--- config.mk ---
export PLATFORM = sky130hd
export DESIGN_NAME = rob_rsp_sel_flat
export DESIGN_NICKNAME = d
export VERILOG_FILES = /design/src/rtl/rob_rsp_sel_pkg.sv /design/src/rtl/rob_rsp_sel_if.sv /design/src/rtl/rob_rsp_sel_bank_fifo.sv /design/src/rtl/rob_rsp_sel.sv /design/src/flat_wrapper.sv
export SDC_FILE = /design/constraint.sdc
export NUM_CORES = 1
export LEC_CHECK = 0
export CORE_AREA = 2 2 332 334
export CTS_CLUSTER_SIZE = 12
export DETAILED_ROUTE_END_ITERATION = 10
export DIE_AREA = 0 0 334 336
export GPL_ROUTABILITY_DRIVEN = 0
export GPL_TIMING_DRIVEN = 0
export PLACE_DENSITY = 0.66
export SYNTH_ARGS = -nofsm -noshare
export SYNTH_HDL_FRONTEND = slang
export SYNTH_HIERARCHICAL = 1
export SYNTH_SLANG_ARGS = --single-unit
--- constraint.sdc ---
create_clock -name clk -period 7.43 [get_ports clk]
set_clock_uncertainty 0.1 [all_clocks]
set_input_delay 0.743 -clock clk [delete_from_list [all_inputs] [get_ports clk]]
set_output_delay 0.743 -clock clk [all_outputs]
set_load 0.005 [all_outputs]
--- src/rtl/rob_rsp_sel_pkg.sv ---
// Shared types and sizing for the in-order load response selector.
// The bank_id space matches the order tracker, which takes bank_id from addr[9:8].
package rob_rsp_sel_pkg;

  localparam int NumBanks     = 4;
  localparam int BankIdWidth  = 2;
  localparam int DataWidth    = 64;
  localparam int FifoDepth    = 4;
  localparam int FifoPtrWidth = 2;

  typedef struct packed {
    logic [DataWidth-1:0] data;
  } rob_rsp_t;

endpackage

--- src/rtl/rob_rsp_sel_if.sv ---
// Load-order, bank response and upstream response signals of one xbar channel.
interface rob_rsp_sel_if;
  import rob_rsp_sel_pkg::*;

  logic                                rob_req;
  logic [BankIdWidth-1:0]              rob_bank_id;
  logic                                rob_ack;
  logic [NumBanks-1:0]                 bank_rsp_valid;
  logic [NumBanks-1:0][DataWidth-1:0]  bank_rsp_data;
  logic [NumBanks-1:0]                 bank_rsp_ready;
  logic                                u_rsp_valid;
  logic [DataWidth-1:0]                u_rsp_data;
  logic                                u_rsp_ready;

  modport slave (
    input  rob_req, rob_bank_id, bank_rsp_valid, bank_rsp_data, u_rsp_ready,
    output rob_ack, bank_rsp_ready, u_rsp_valid, u_rsp_data
  );

  modport master (
    output rob_req, rob_bank_id, bank_rsp_valid, bank_rsp_data, u_rsp_ready,
    input  rob_ack, bank_rsp_ready, u_rsp_valid, u_rsp_data
  );

endinterface

--- src/rtl/rob_rsp_sel_bank_fifo.sv ---
// Per-bank response FIFO using pointer-plus-wrap-flag full/empty detection.
// Full/empty come from registered pointers only, so ready has no combinational path from pop.
module rob_rsp_sel_bank_fifo
  import rob_rsp_sel_pkg::*;
#(
  parameter int Depth    = FifoDepth,
  parameter int PtrWidth = FifoPtrWidth
) (
  input  logic     clk,
  input  logic     rst_n,
  input  logic     push,
  input  rob_rsp_t push_rsp,
  input  logic     pop,
  output rob_rsp_t head_rsp,
  output logic     full,
  output logic     empty
);

  localparam logic [PtrWidth-1:0] LastPtr = PtrWidth'(Depth - 1);

  logic [PtrWidth-1:0] wr_ptr;
  logic [PtrWidth-1:0] rd_ptr;
  logic                wr_flag;
  logic                rd_flag;
  logic                do_push;
  logic                do_pop;
  rob_rsp_t            mem [Depth];

  assign empty   = (wr_ptr == rd_ptr) && (wr_flag == rd_flag);
  assign full    = (wr_ptr == rd_ptr) && (wr_flag != rd_flag);
  assign do_push = push && !full;
  assign do_pop  = pop && !empty;

  always_ff @(posedge clk or negedge rst_n) begin
    if (!rst_n) begin
      wr_ptr  <= '0;
      wr_flag <= 1'b0;
    end else if (do_push) begin
      if (wr_ptr == LastPtr) begin
        wr_ptr  <= '0;
        wr_flag <= ~wr_flag;
      end else begin
        wr_ptr <= wr_ptr + 1'b1;
      end
    end
  end

  always_ff @(posedge clk or negedge rst_n) begin
    if (!rst_n) begin
      rd_ptr  <= '0;
      rd_flag <= 1'b0;
    end else if (do_pop) begin
      if (rd_ptr == LastPtr) begin
        rd_ptr  <= '0;
        rd_flag <= ~rd_flag;
      end else begin
        rd_ptr <= rd_ptr + 1'b1;
      end
    end
  end

  // Storage needs no reset: nothing is read out unless the FIFO is non-empty.
  always_ff @(posedge clk) begin
    if (do_push) begin
      mem[wr_ptr] <= push_rsp;
    end
  end

  assign head_rsp = mem[rd_ptr];

endmodule

--- src/rtl/rob_rsp_sel.sv ---
// Buffers out-of-order bank responses and returns them upstream in load issue order,
// retiring the oldest load (rob_ack) when its bank has data and the out register is free.
module rob_rsp_sel
  import rob_rsp_sel_pkg::*;
(
  input  logic          clk,
  input  logic          rst_n,
  rob_rsp_sel_if.slave  bus
);

  logic [NumBanks-1:0] full;
  logic [NumBanks-1:0] empty;
  logic [NumBanks-1:0] push;
  logic [NumBanks-1:0] pop;
  rob_rsp_t            head_rsp [NumBanks];

  rob_rsp_t            sel_rsp;
  logic                sel_empty;
  logic                id_in_range;
  logic                out_free;
  logic                ack;
  logic                out_vld;
  logic [DataWidth-1:0] out_data;

  for (genvar g = 0; g < NumBanks; g++) begin : g_bank
    assign push[g] = bus.bank_rsp_valid[g] && !full[g];
    assign pop[g]  = ack && (bus.rob_bank_id == BankIdWidth'(g));

    rob_rsp_sel_bank_fifo u_fifo (
      .clk      (clk),
      .rst_n    (rst_n),
      .push     (push[g]),
      .push_rsp (rob_rsp_t'(bus.bank_rsp_data[g])),
      .pop      (pop[g]),
      .head_rsp (head_rsp[g]),
      .full     (full[g]),
      .empty    (empty[g])
    );
  end

  assign bus.bank_rsp_ready = ~full;

  // An id with no matching bank reads as empty, so it can never be acked.
  always_comb begin
    sel_rsp   = '0;
    sel_empty = 1'b1;
    for (int b = 0; b < NumBanks; b++) begin
      if (bus.rob_bank_id == BankIdWidth'(b)) begin
        sel_rsp   = head_rsp[b];
        sel_empty = empty[b];
      end
    end
  end

  assign id_in_range = (32'(bus.rob_bank_id) < NumBanks);
  assign out_free    = !out_vld || bus.u_rsp_ready;
  assign ack         = bus.rob_req && id_in_range && !sel_empty && out_free;
  assign bus.rob_ack = ack;

  // A new ack refills the register in the same cycle the old response leaves.
  always_ff @(posedge clk or negedge rst_n) begin
    if (!rst_n) begin
      out_vld  <= 1'b0;
      out_data <= '0;
    end else if (ack) begin
      out_vld  <= 1'b1;
      out_data <= sel_rsp.data;
    end else if (bus.u_rsp_ready) begin
      out_vld <= 1'b0;
    end
  end

  assign bus.u_rsp_valid = out_vld;
  assign bus.u_rsp_data  = out_data;

  a_bank_id_in_range: assert property (@(posedge clk) disable iff (!rst_n)
    bus.rob_req |-> id_in_range);

  a_no_ack_without_req: assert property (@(posedge clk) disable iff (!rst_n)
    ack |-> bus.rob_req);

endmodule

--- src/flat_wrapper.sv ---
// flat-port wrapper written by rule: the top's interface ports become plain ports
module rob_rsp_sel_flat import rob_rsp_sel_pkg::*;
  (clk, rst_n, bus_rob_req, bus_rob_bank_id, bus_bank_rsp_valid, bus_bank_rsp_data, bus_u_rsp_ready, bus_rob_ack, bus_bank_rsp_ready, bus_u_rsp_valid, bus_u_rsp_data);
  rob_rsp_sel_if bus_i ();
  input  logic clk;
  input  logic rst_n;
  input wire logic [$bits(bus_i.rob_req)-1:0] bus_rob_req;
  input wire logic [$bits(bus_i.rob_bank_id)-1:0] bus_rob_bank_id;
  input wire logic [$bits(bus_i.bank_rsp_valid)-1:0] bus_bank_rsp_valid;
  input wire logic [$bits(bus_i.bank_rsp_data)-1:0] bus_bank_rsp_data;
  input wire logic [$bits(bus_i.u_rsp_ready)-1:0] bus_u_rsp_ready;
  output wire logic [$bits(bus_i.rob_ack)-1:0] bus_rob_ack;
  output wire logic [$bits(bus_i.bank_rsp_ready)-1:0] bus_bank_rsp_ready;
  output wire logic [$bits(bus_i.u_rsp_valid)-1:0] bus_u_rsp_valid;
  output wire logic [$bits(bus_i.u_rsp_data)-1:0] bus_u_rsp_data;
  assign bus_i.rob_req = bus_rob_req;
  assign bus_i.rob_bank_id = bus_rob_bank_id;
  assign bus_i.bank_rsp_valid = bus_bank_rsp_valid;
  assign bus_i.bank_rsp_data = bus_bank_rsp_data;
  assign bus_i.u_rsp_ready = bus_u_rsp_ready;
  assign bus_rob_ack = bus_i.rob_ack;
  assign bus_bank_rsp_ready = bus_i.bank_rsp_ready;
  assign bus_u_rsp_valid = bus_i.u_rsp_valid;
  assign bus_u_rsp_data = bus_i.u_rsp_data;
  rob_rsp_sel u_core (.clk(clk), .rst_n(rst_n), .bus(bus_i));
endmodule
==> results.json, run 1 <==
{
  "outcome": "complete, no violations",
  "crit_type": "reg -> out",
  "worstPathRequired_ps": 6590,
  "synth_warnings": 6,
  "grt_max_degree": 64,
  "hold_path_class": "in -> async",
  "grt_pass1_vias": 22073,
  "setup_tns_ps": 0,
  "initial_core_util": 0.398,
  "place_area_um2": 49100,
  "drt_wl_total_um": 112000,
  "syn_nets": 2071,
  "fp-row-count": 121,
  "vdd_drop_max_uv": 222,
  "p_int_mw": 14.6,
  "area_growth_pct": 22.1,
  "crit_buf_inv": 5,
  "clk_latency_ps": 700,
  "cts_tree": "done",
  "yosysUniqueCellTypes": 34,
  "drt_iter0_drc": 1768,
  "pre_cts_slack_ps": 3570,
  "hold_violations": 0,
  "dr.pass1.iters": 5,
  "floorplan.die.height_um": 336,
  "cts_buffers": 113,
  "path_clk_slew_ps": 60,
  "hpwl_um": 74500,
  "switching_share": 0.293,
  "final_util": 0.486,
  "final_layout_size_suffix_gt1_frac": 0.277,
  "cts_buffer_depth": 3,
  "antenna_found_initial": 33,
  "period_minus_slack_ps": 4590,
  "design_area_um2": 52700,
  "port_buffers": 334,
  "max_stage_delay_ps": 560,
  "setup_viol": 0,
  "cpMostUsedCell": "buf_6",
  "max_slew_margin": 0.327,
  "netlist_instances": 1785,
  "finalCritPeriodShare": 0.618,
  "power_frac_seq": 0.422,
  "maxCapViolations": 0,
  "syn-cell-area_um2": 43200,
  "power.density_nw_per_um2": 392,
  "die_w_um": 334,
  "leakage_nw": 17.3,
  "final_cells": 3792,
  "avgSynthCellArea_um2": 24.2,
  "grt_pass1_wl_um": 158000,
  "ys_ff_latch": 1113,
  "routedWlPerCell_um": 29.4,
  "placed_cells": 3562,
  "die-area_um2": 112000,
  "cts-root-buf": "clkbuf_16",
  "cp_slowest_cell": "xnor2_1",
  "drv_slew": 0,
  "fill_cells": 8663,
  "viasPerCell": 5.50,
  "core_um2": 108000,
  "ant_nets": 0,
  "critPathLaunchType": "flop",
  "pin_count": 336,
  "yosysSeqAreaShare": 0.764,
  "worst-endpoint-arrival_ps": 3750,
  "grt_usage": 0.199,
  "net-switching-power_mw": 6.07,
  "cts_sinks": 1113,
  "setup_ws_ps": 2840,
  "cp-end-kind": "output pin",
  "crit_family": "buffers and inverters",
  "vias": 20846,
  "max_freq_mhz": 218,
  "grt_overflow": 0,
  "crit_fanout": 10,
  "rsz0062_at_grt": "false",
  "p_clk_frac": 0.260,
  "worst_pin_slew_ps": 1010,
  "post_cts_buffers": 0,
  "drc": 0,
  "cp_cell_sequence": "buf_2, xnor2_1, and3_1, mux2i_1, nand3b_1, a21o_1, buf_6, buf_6, inv_1, clkdlybuf4s50_1",
  "finalNetCount": 2550,
  "combPwrFrac": 0.317,
  "htree_levels": 3
}
-- worst reg2reg max path, cell delays in order (launching register included) --
cell	delay [ps]
dfrtp_1	400
buf_2	210
xnor2_1	270
nand3_1	220
inv_1	90
nor2b_1	470
nand2_1	180
a31oi_4	680
buf_16	250
buf_12	220
-- sequential cells by signal (all words and copies together) (netlist names) --
signal / cells
u_core/g_bank.u_fifo/mem: 1024
u_core/g_bank.u_fifo/rd_ptr: 8
u_core/bus.u_rsp_data: 64
u_core/g_bank.u_fifo/wr_ptr: 8
u_core/g_bank.u_fifo/wr_flag: 4
u_core/bus.u_rsp_valid: 1
u_core/g_bank.u_fifo/rd_flag: 4
-- synth_stat cells (all sizes together) --
cell | n | area (um^2)
mux2 | 64 | 897
a31oi | 8 | 50.1
buf | 73 | 628
nor3b | 8 | 60.1
a22o | 4 | 35.0
nor2b | 5 | 31.3
nand2 | 9 | 33.8
mux2i | 2 | 20.0
nand3b | 1 | 7.51
o21ai | 8 | 40.0
and3 | 24 | 150
ha | 20 | 250
nand2b | 9 | 56.3
nand4 | 4 | 25.0
o211ai | 4 | 30.0
xor2 | 16 | 140
o31ai | 8 | 60.1
a21oi | 8 | 40.0
nor2 | 6 | 22.5
xnor2 | 12 | 135
clkbuf | 13 | 48.8
mux4 | 320 | 7210
a21o | 9 | 67.6
nand3 | 10 | 50.1
dfrtp | 89 | 2230
nor3 | 10 | 50.1
inv | 17 | 63.8
edfxtp | 1024 | 30700
-- layout by cell type (no fill, tap or decap), types with 11 or more instances in the layout --
| cell | n |
|---|---|
| mux4_2 | 320 |
| inv_1 | 17 |
| clkbuf_16 | 114 |
| buf_12 | 20 |
| dfrtp_1 | 89 |
| xor2_1 | 16 |
| diode_2 | 17 |
| mux2_2 | 17 |
| and3_4 | 12 |
| and3_1 | 12 |
| mux2_4 | 47 |
| clkbuf_1 | 70 |
| clkdlybuf4s50_1 | 333 |
| buf_2 | 43 |
| buf_6 | 12 |
| clkinv_2 | 11 |
| edfxtp_1 | 1024 |
| ha_1 | 20 |
| buf_16 | 21 |
-- routing by layer --
layer  up-vias  wire length (um)  global-route usage  share of wire
li1       8617                 -                   -              -
met1     11258             44900               0.259           0.40
met2       760             56000               0.331           0.50
met3       173              7930              0.0487          0.071
met4        38              2570              0.0667          0.023
met5         -               250                   0         0.0022
-- what timing repair did --
action | in CTS | in global routing
hold buffers | 1 | 0
gates resized for setup | 0 | 0
endpoints found under the hold margin | 26 | 0
setup endpoints to repair | 0 | 0
-- through the flow --
step           total power, mW  hold WS, ps
5_1_grt                   21.5          401
4_1_cts                   20.9          369
6_report                  20.7          401
2_1_floorplan             12.8          347
3_3_place_gp              15.2          391
3_5_place_dp              15.5          396
-- final timing paths --
path                                                         from                                  to  slack, ps  cells past startpoint
worst max-delay path            u_core/g_bank[0].u_fifo/rd_ptr[1]                         bus_rob_ack       2840                     10
worst min-delay path                                        rst_n           u_core/bus.u_rsp_data[58]        400                      2
min in group clk                        u_core/bus.u_rsp_data[31]           u_core/bus.u_rsp_data[31]        410                      1
worst min register to register          u_core/bus.u_rsp_data[31]           u_core/bus.u_rsp_data[31]        410                      1
worst max register to register  u_core/g_bank[1].u_fifo/rd_ptr[1]  u_core/g_bank[1].u_fifo/mem[3][23]       4020                      9
max in group asynchronous                                   rst_n           u_core/bus.u_rsp_data[24]       6040                      3
-- final cells by class --
class,count,area (um^2),share of cell area
flip-flops and latches,1113,33000,0.626
multi-input cells,569,9580,0.182
repair buffers,364,4090,0.0776
clock buffers,181,3200,0.0608
well taps,1414,1770,0.0336
plain buffers,86,677,0.0128
clock inverters,31,303,0.00574
inverters,17,63.8,0.00121
diodes,17,42.5,0.000807
-- power groups by stage --
stage / logic, mW / registers, mW / clock network [mW]
floorplan: 4.03 / 8.78 / 0
global placement: 6.26 / 8.98 / 0
detailed placement: 6.62 / 8.85 / 0
CTS: 6.66 / 8.73 / 5.50
global route: 6.94 / 8.83 / 5.74
finish: 6.56 / 8.73 / 5.38
-- cells by family (layout without fill, tap and decap cells) --
kind of cell    after synthesis  after routing  synth area share
mux                         386            386             0.188
fa+ha+maj                    20             20           0.00580
flops                      1113           1113             0.764
buf+inv                     103            679            0.0172
compound gates               49             49           0.00748
xor+xnor                     28             28           0.00638
simple gates                 86             86            0.0113
other cells                   0             17                 0
(Power assumes the default switching activity.)
==> run 2: changes to the inputs <==
--- a/config.mk
+++ b/config.mk
@@ -11,7 +11,7 @@
 export DIE_AREA = 0 0 334 336
 export GPL_ROUTABILITY_DRIVEN = 0
 export GPL_TIMING_DRIVEN = 0
-export PLACE_DENSITY = 0.66
+export PLACE_DENSITY = 0.68
 export SYNTH_ARGS = -nofsm -noshare
 export SYNTH_HDL_FRONTEND = slang
 export SYNTH_HIERARCHICAL = 1
==> constraint.sdc (replaced) <==
create_clock -name clk -period 3.94 [get_ports clk]
set_clock_uncertainty 0.1 [all_clocks]
set_input_delay 0.394 -clock clk [delete_from_list [all_inputs] [get_ports clk]]
set_output_delay 0.394 -clock clk [all_outputs]
set_load 0.005 [all_outputs]
==> run 2 against run 1 <==
Effect of this change:
- worst hold slack got worse by 330 ps
- sequential share of layout area fell by 0.11 points
- critical path depth did not move
- power rose by 89%
- critical endpoint unchanged
- largest cell class unchanged
==> results.json, run 2 (synthesis gave the netlist of run 1 again) <==
{
  "vdd_drop_max_uv": 400,
  "wl_met1_um": 42800,
  "dr.pass1.iters": 7,
  "final_common_cell": "edfxtp_1",
  "top_register": "u_core/g_bank.u_fifo/mem",
  "rsz0062_at_grt": "false",
  "cts_sinks": 1113,
  "cts-root-buf": "clkbuf_16",
  "finalNetCount": 2549,
  "die-area_um2": 112000,
  "design_area_um2": 52800,
  "max_freq_mhz": 263,
  "critPathLaunchType": "flop",
  "power_frac_seq": 0.421,
  "grt_pass1_wl_um": 156000,
  "pre_cts_slack_ps": 374,
  "viasPerCell": 5.46,
  "floorplan.die.height_um": 336,
  "drc": 0,
  "cpMostUsedCell": "buf_6",
  "seqCellArea_um2": 33000,
  "dr_wl_met3_um": 7800,
  "core_um2": 108000,
  "grt_overflow": 0,
  "area_growth_pct": 22.3,
  "max_stage_delay_ps": 440,
  "pin_count": 336,
  "setup_ws_ps": 136,
  "combPwrFrac": 0.316,
  "worstPathRequired_ps": 3450,
  "path_clk_slew_ps": 60,
  "die_w_um": 334,
  "cp_cell_sequence": "buf_6, xnor2_2, and3_1, mux2i_1, nand3b_1, a21o_1, buf_6, buf_6, inv_1, clkdlybuf4s50_1",
  "leakage_nw": 17.3,
  "place_area_um2": 49100,
  "port_buffers": 334,
  "final_layout_size_suffix_gt1_frac": 0.280,
  "cts_tree": "done",
  "antenna_found_initial": 24,
  "fp-row-count": 121,
  "maxCapViolations": 0,
  "finalCritPeriodShare": 0.965,
  "fill_cells": 8542,
  "max_slew_margin": 0.357,
  "r2r_slack_ps": 480,
  "outcome": "complete, no violations",
  "top_layer_used": "met5",
  "net-switching-power_mw": 11.4,
  "crit_fanout": 10,
  "crit_type": "reg -> out",
  "setup_viol": 0,
  "drt_wl_total_um": 110000,
  "met2_length_um": 57000,
  "htree_levels": 3,
  "vias": 20646,
  "hold_violations": 0,
  "power.density_nw_per_um2": 741,
  "p_clk_frac": 0.263,
  "largest_register_ffs": 1024,
  "setup_tns_ps": 0,
  "layout_common_cells": "edfxtp_1 (1024), clkdlybuf4s50_1 (333), mux4_2 (320), clkbuf_16 (114), dfrtp_1 (89)",
  "cp-end-kind": "output pin",
  "drv_slew": 0,
  "initial_core_util": 0.398,
  "p_int_mw": 27.7,
  "hold_ws_ps": 66.9,
  "hpwl_um": 74500,
  "clk_latency_ps": 690,
  "drt_iter0_drc": 1915,
  "period_minus_slack_ps": 3800,
  "grt_max_degree": 62,
  "worst-endpoint-arrival_ps": 3310,
  "cts_buffer_depth": 3,
  "ant_nets": 0,
  "multi_input_area_um2": 9620,
  "grt_pass1_vias": 21805,
  "hold_path_class": "in -> async",
  "cts_buffers": 112,
  "switching_share": 0.291,
  "grt_usage": 0.196,
  "routedWlPerCell_um": 29.2,
  "worst_pin_slew_ps": 964,
  "cp_slowest_cell": "clkdlybuf4s50_1"
}
## run 2: area by class of cell
type                    count  area share
multi-input cells         569       0.182
well taps                1414      0.0335
repair buffers            364      0.0775
flip-flops and latches   1113       0.625
diodes                      8    0.000379
plain buffers              86      0.0128
inverters                  17     0.00121
clock buffers             184      0.0620
clock inverters            24     0.00583
## run 2: final timing paths
path / from / end / depth (start not counted)
worst max register to register: u_core/g_bank[2].u_fifo/rd_ptr[1] / u_core/g_bank[2].u_fifo/mem[3][8] / 10
worst max-delay path: u_core/g_bank[0].u_fifo/rd_ptr[0] / bus_rob_ack / 10
worst min register to register: u_core/bus.u_rsp_data[43] / u_core/bus.u_rsp_data[43] / 1
min in group clk: bus_bank_rsp_data[158] / u_core/g_bank[2].u_fifo/mem[0][30] / 1
max in group asynchronous: rst_n / u_core/bus.u_rsp_data[4] / 3
worst min-delay path: rst_n / u_core/bus.u_rsp_data[28] / 2
## run 2: critical path: cells and delay by family, from the launching register on
family	cells	cell delay, ps
flops	1	390
mux	1	100
buf+inv	5	1110
compound gates	1	170
xor+xnor	1	410
simple gates	2	420
## run 2: timing repair
item                                    in CTS  in global routing
endpoints found under the setup margin       1                  1
resized for setup                            4                  1
hold endpoints to repair                    89                  0
setup buffers                                0                  0
pin swaps                                    0                  0
hold buffers                                 1                  0
## run 2: metal layers
metal	vias up	GRT usage
li1	8601	-
met1	11115	0.247
met2	739	0.342
met3	159	0.0452
met4	32	0.0541
met5	-	0
## run 2: power by group through the flow
stage	clock network, mW	registers, mW	logic, mW
after floorplan	0	16.5	7.63
after global placement	0	16.9	11.8
after detailed placement	0	16.7	12.5
after CTS	10.5	16.5	12.5
after global routing	11.0	16.6	13.0
final	10.3	16.4	12.4
## run 2: per-stage QoR
step                      total power, mW  utilization  std cells
after floorplan                      24.2            -       1785
after global placement               28.7        0.446       3533
after detailed placement             29.1        0.453       3562
after CTS                            39.5        0.487       3771
after global routing                 40.7        0.487       3776
final                                39.1        0.487       3779
==> run 3: changes to the inputs <==
--- a/config.mk
+++ b/config.mk
@@ -9,9 +9,8 @@
 export CTS_CLUSTER_SIZE = 12
 export DETAILED_ROUTE_END_ITERATION = 10
 export DIE_AREA = 0 0 334 336
-export GPL_ROUTABILITY_DRIVEN = 0
 export GPL_TIMING_DRIVEN = 0
-export PLACE_DENSITY = 0.68
+export PLACE_DENSITY = 0.66
 export SYNTH_ARGS = -nofsm -noshare
 export SYNTH_HDL_FRONTEND = slang
 export SYNTH_HIERARCHICAL = 1
==> constraint.sdc (replaced) <==
create_clock -name clk -period 4.85 [get_ports clk]
set_clock_uncertainty 0.1 [all_clocks]
set_input_delay 0.485 -clock clk [delete_from_list [all_inputs] [get_ports clk]]
set_output_delay 0.485 -clock clk [all_outputs]
set_load 0.005 [all_outputs]
==> run 3 against run 2 <==
Effect of this change:
- power fell by 19%
- non-clock buffer count fell by 1
- clock power fell by 21%
- sequential share of layout area rose by 0.23 points
- register-to-register slack improved by 1100 ps
- worst hold slack improved by 78 ps
- final cell count barely moved
- sequential cell count did not move
- routed wire length fell by 0.98%
- clock-buffer cell count fell by 6
- largest cell class unchanged
==> results.json, run 3 (synthesis gave the netlist of run 1 again) <==
{
  "port_buffers": 334,
  "pin_count": 336,
  "grt_pass1_vias": 21779,
  "dr.pass1.iters": 5,
  "path_clk_slew_ps": 60,
  "worst-endpoint-arrival_ps": 3490,
  "drt_iter0_drc": 1836,
  "p_clk_frac": 0.259,
  "htree_levels": 3,
  "critPathLaunchType": "flop",
  "power_mw": 31.5,
  "switching_share": 0.294,
  "final_common_cell": "edfxtp_1",
  "antenna_found_initial": 33,
  "setup_ws_ps": 773,
  "r2r_slack_ps": 1560,
  "viasPerCell": 5.48,
  "vias": 20696,
  "core_um2": 108000,
  "grt_pass1_wl_um": 155000,
  "hold_buffers": 1,
  "crit_type": "reg -> out",
  "grt_max_degree": 62,
  "max_stage_delay_ps": 510,
  "maxCapViolations": 0,
  "cts_tree": "done",
  "worst_pin_slew_ps": 945,
  "drc": 0,
  "power_frac_seq": 0.425,
  "crit_fanout": 10,
  "p_int_mw": 22.2,
  "place_area_um2": 49100,
  "fp-row-count": 121,
  "cts_buffer_depth": 3,
  "pre_cts_slack_ps": 1480,
  "cts_sinks": 1113,
  "grt_usage": 0.195,
  "floorplan.die.height_um": 336,
  "largest_register_ffs": 1024,
  "cts-root-buf": "clkbuf_16",
  "hold_path_class": "in -> async",
  "cp-end-kind": "output pin",
  "reg2reg_to": "u_core/g_bank[3].u_fifo/mem[2][23]",
  "outcome": "complete, no violations",
  "max_freq_mhz": 245,
  "setup_viol": 0,
  "finalNetCount": 2548,
  "design_area_um2": 52600,
  "die_w_um": 334,
  "hold_violations": 0,
  "drt_wl_total_um": 109000,
  "period_minus_slack_ps": 4080,
  "area_growth_pct": 21.8,
  "rsz0062_at_grt": "false",
  "ant_nets": 0,
  "hpwl_um": 75000,
  "max_slew_margin": 0.370,
  "final_layout_size_suffix_gt1_frac": 0.277,
  "initial_core_util": 0.398,
  "cp_slowest_cell": "xnor2_1",
  "grt_overflow": 0,
  "cts_buffers": 112,
  "r2r_cells": 7,
  "die-area_um2": 112000,
  "combPwrFrac": 0.316,
  "cpMostUsedCell": "buf_6",
  "worstPathRequired_ps": 4260,
  "clk_latency_ps": 710,
  "routedWlPerCell_um": 28.9,
  "power.density_nw_per_um2": 598,
  "rr_startpoint": "u_core/g_bank[3].u_fifo/rd_ptr[1]",
  "finalCritPeriodShare": 0.841,
  "drv_slew": 0,
  "post_cts_resized": 0,
  "vdd_drop_max_uv": 355,
  "leakage_nw": 17.2,
  "cp_cell_sequence": "buf_2, xnor2_1, and3_1, mux2i_1, nand3_1, a21o_1, buf_6, buf_6, inv_1, clkdlybuf4s50_1",
  "fill_cells": 8629,
  "gp_congestion": 0.757,
  "top_register": "u_core/g_bank.u_fifo/mem",
  "layout_common_cells": "edfxtp_1 (1024), clkdlybuf4s50_1 (333), mux4_2 (320), clkbuf_16 (112), dfrtp_1 (89)",
  "net-switching-power_mw": 9.25,
  "post_cts_buffers": 0
}
[run 3: cell count changes in the layout (fill, tap and decap cells not counted), moves of 4 or more]
cell,before,now
clkinv_2,6,12
buf_16,21,17
clkbuf_8,16,12
xnor2_1,4,8
[run 3: worst max-delay path by stage]
stage / start / endpoint / cells after the start
finish: u_core/g_bank[3].u_fifo/rd_ptr[1] / bus_rob_ack / 10
global route: u_core/g_bank[0].u_fifo/rd_ptr[1] / bus_rob_ack / 10
CTS: u_core/g_bank[3].u_fifo/rd_ptr[1] / bus_rob_ack / 10
global placement: u_core/g_bank[1].u_fifo/rd_ptr[1] / u_core/g_bank[1].u_fifo/mem[3][26] / 7
detailed placement: u_core/g_bank[3].u_fifo/rd_ptr[1] / bus_rob_ack / 10
floorplan: u_core/g_bank[0].u_fifo/rd_ptr[1] / u_core/g_bank[0].u_fifo/mem[3][0] / 7
[run 3: power groups by stage]
stage | clock network [mW] | registers, mW | logic (mW)
after floorplan | 0 | 13.4 | 6.20
after global placement | 0 | 13.7 | 9.55
after detailed placement | 0 | 13.6 | 10.1
after CTS | 8.36 | 13.4 | 10.1
after global routing | 8.71 | 13.5 | 10.5
final | 8.17 | 13.4 | 9.95
[run 3: layout make-up]
cell class                 instances  area, um^2  share of cell area
inverter                          17        63.8             0.00121
timing repair buffer             363        4040              0.0768
tap                             1414        1770              0.0336
multi-input combinational        569        9580               0.182
clock inverter                    31         305             0.00580
buffer                            86         677              0.0129
antenna                            9        22.5            0.000428
sequential                      1113       33000               0.627
clock buffer                     178        3170              0.0603
[run 3: stage by stage]
step / util / hold slack, ps / TNS [ps] / instances
after global placement: 0.446 / 395 / -948660 / 3533
after floorplan: - / 89.4 / 0 / 1785
after detailed placement: 0.453 / 313 / 0 / 3561
final: 0.485 / 145 / 0 / 3780
after global routing: 0.485 / 175 / 0 / 3778
after CTS: 0.485 / 128 / 0 / 3771
[run 3: layer usage]
layer  GRT usage  up-vias  part of all wire
li1            -     8600                 -
met5           0        -            0.0028
met2       0.334      662              0.52
met3      0.0472      185             0.067
met1       0.245    11197              0.39
met4      0.0611       52             0.022
[run 3: critical path: cells and delay by family (launching register included)]
kind | cells | cell delay [ps]
AO/OA/AOI/OAI | 1 | 170
multiplexers | 1 | 90
flip-flops | 1 | 390
buffers and inverters | 5 | 1180
AND/OR/NAND/NOR | 2 | 430
XOR/XNOR | 1 | 510
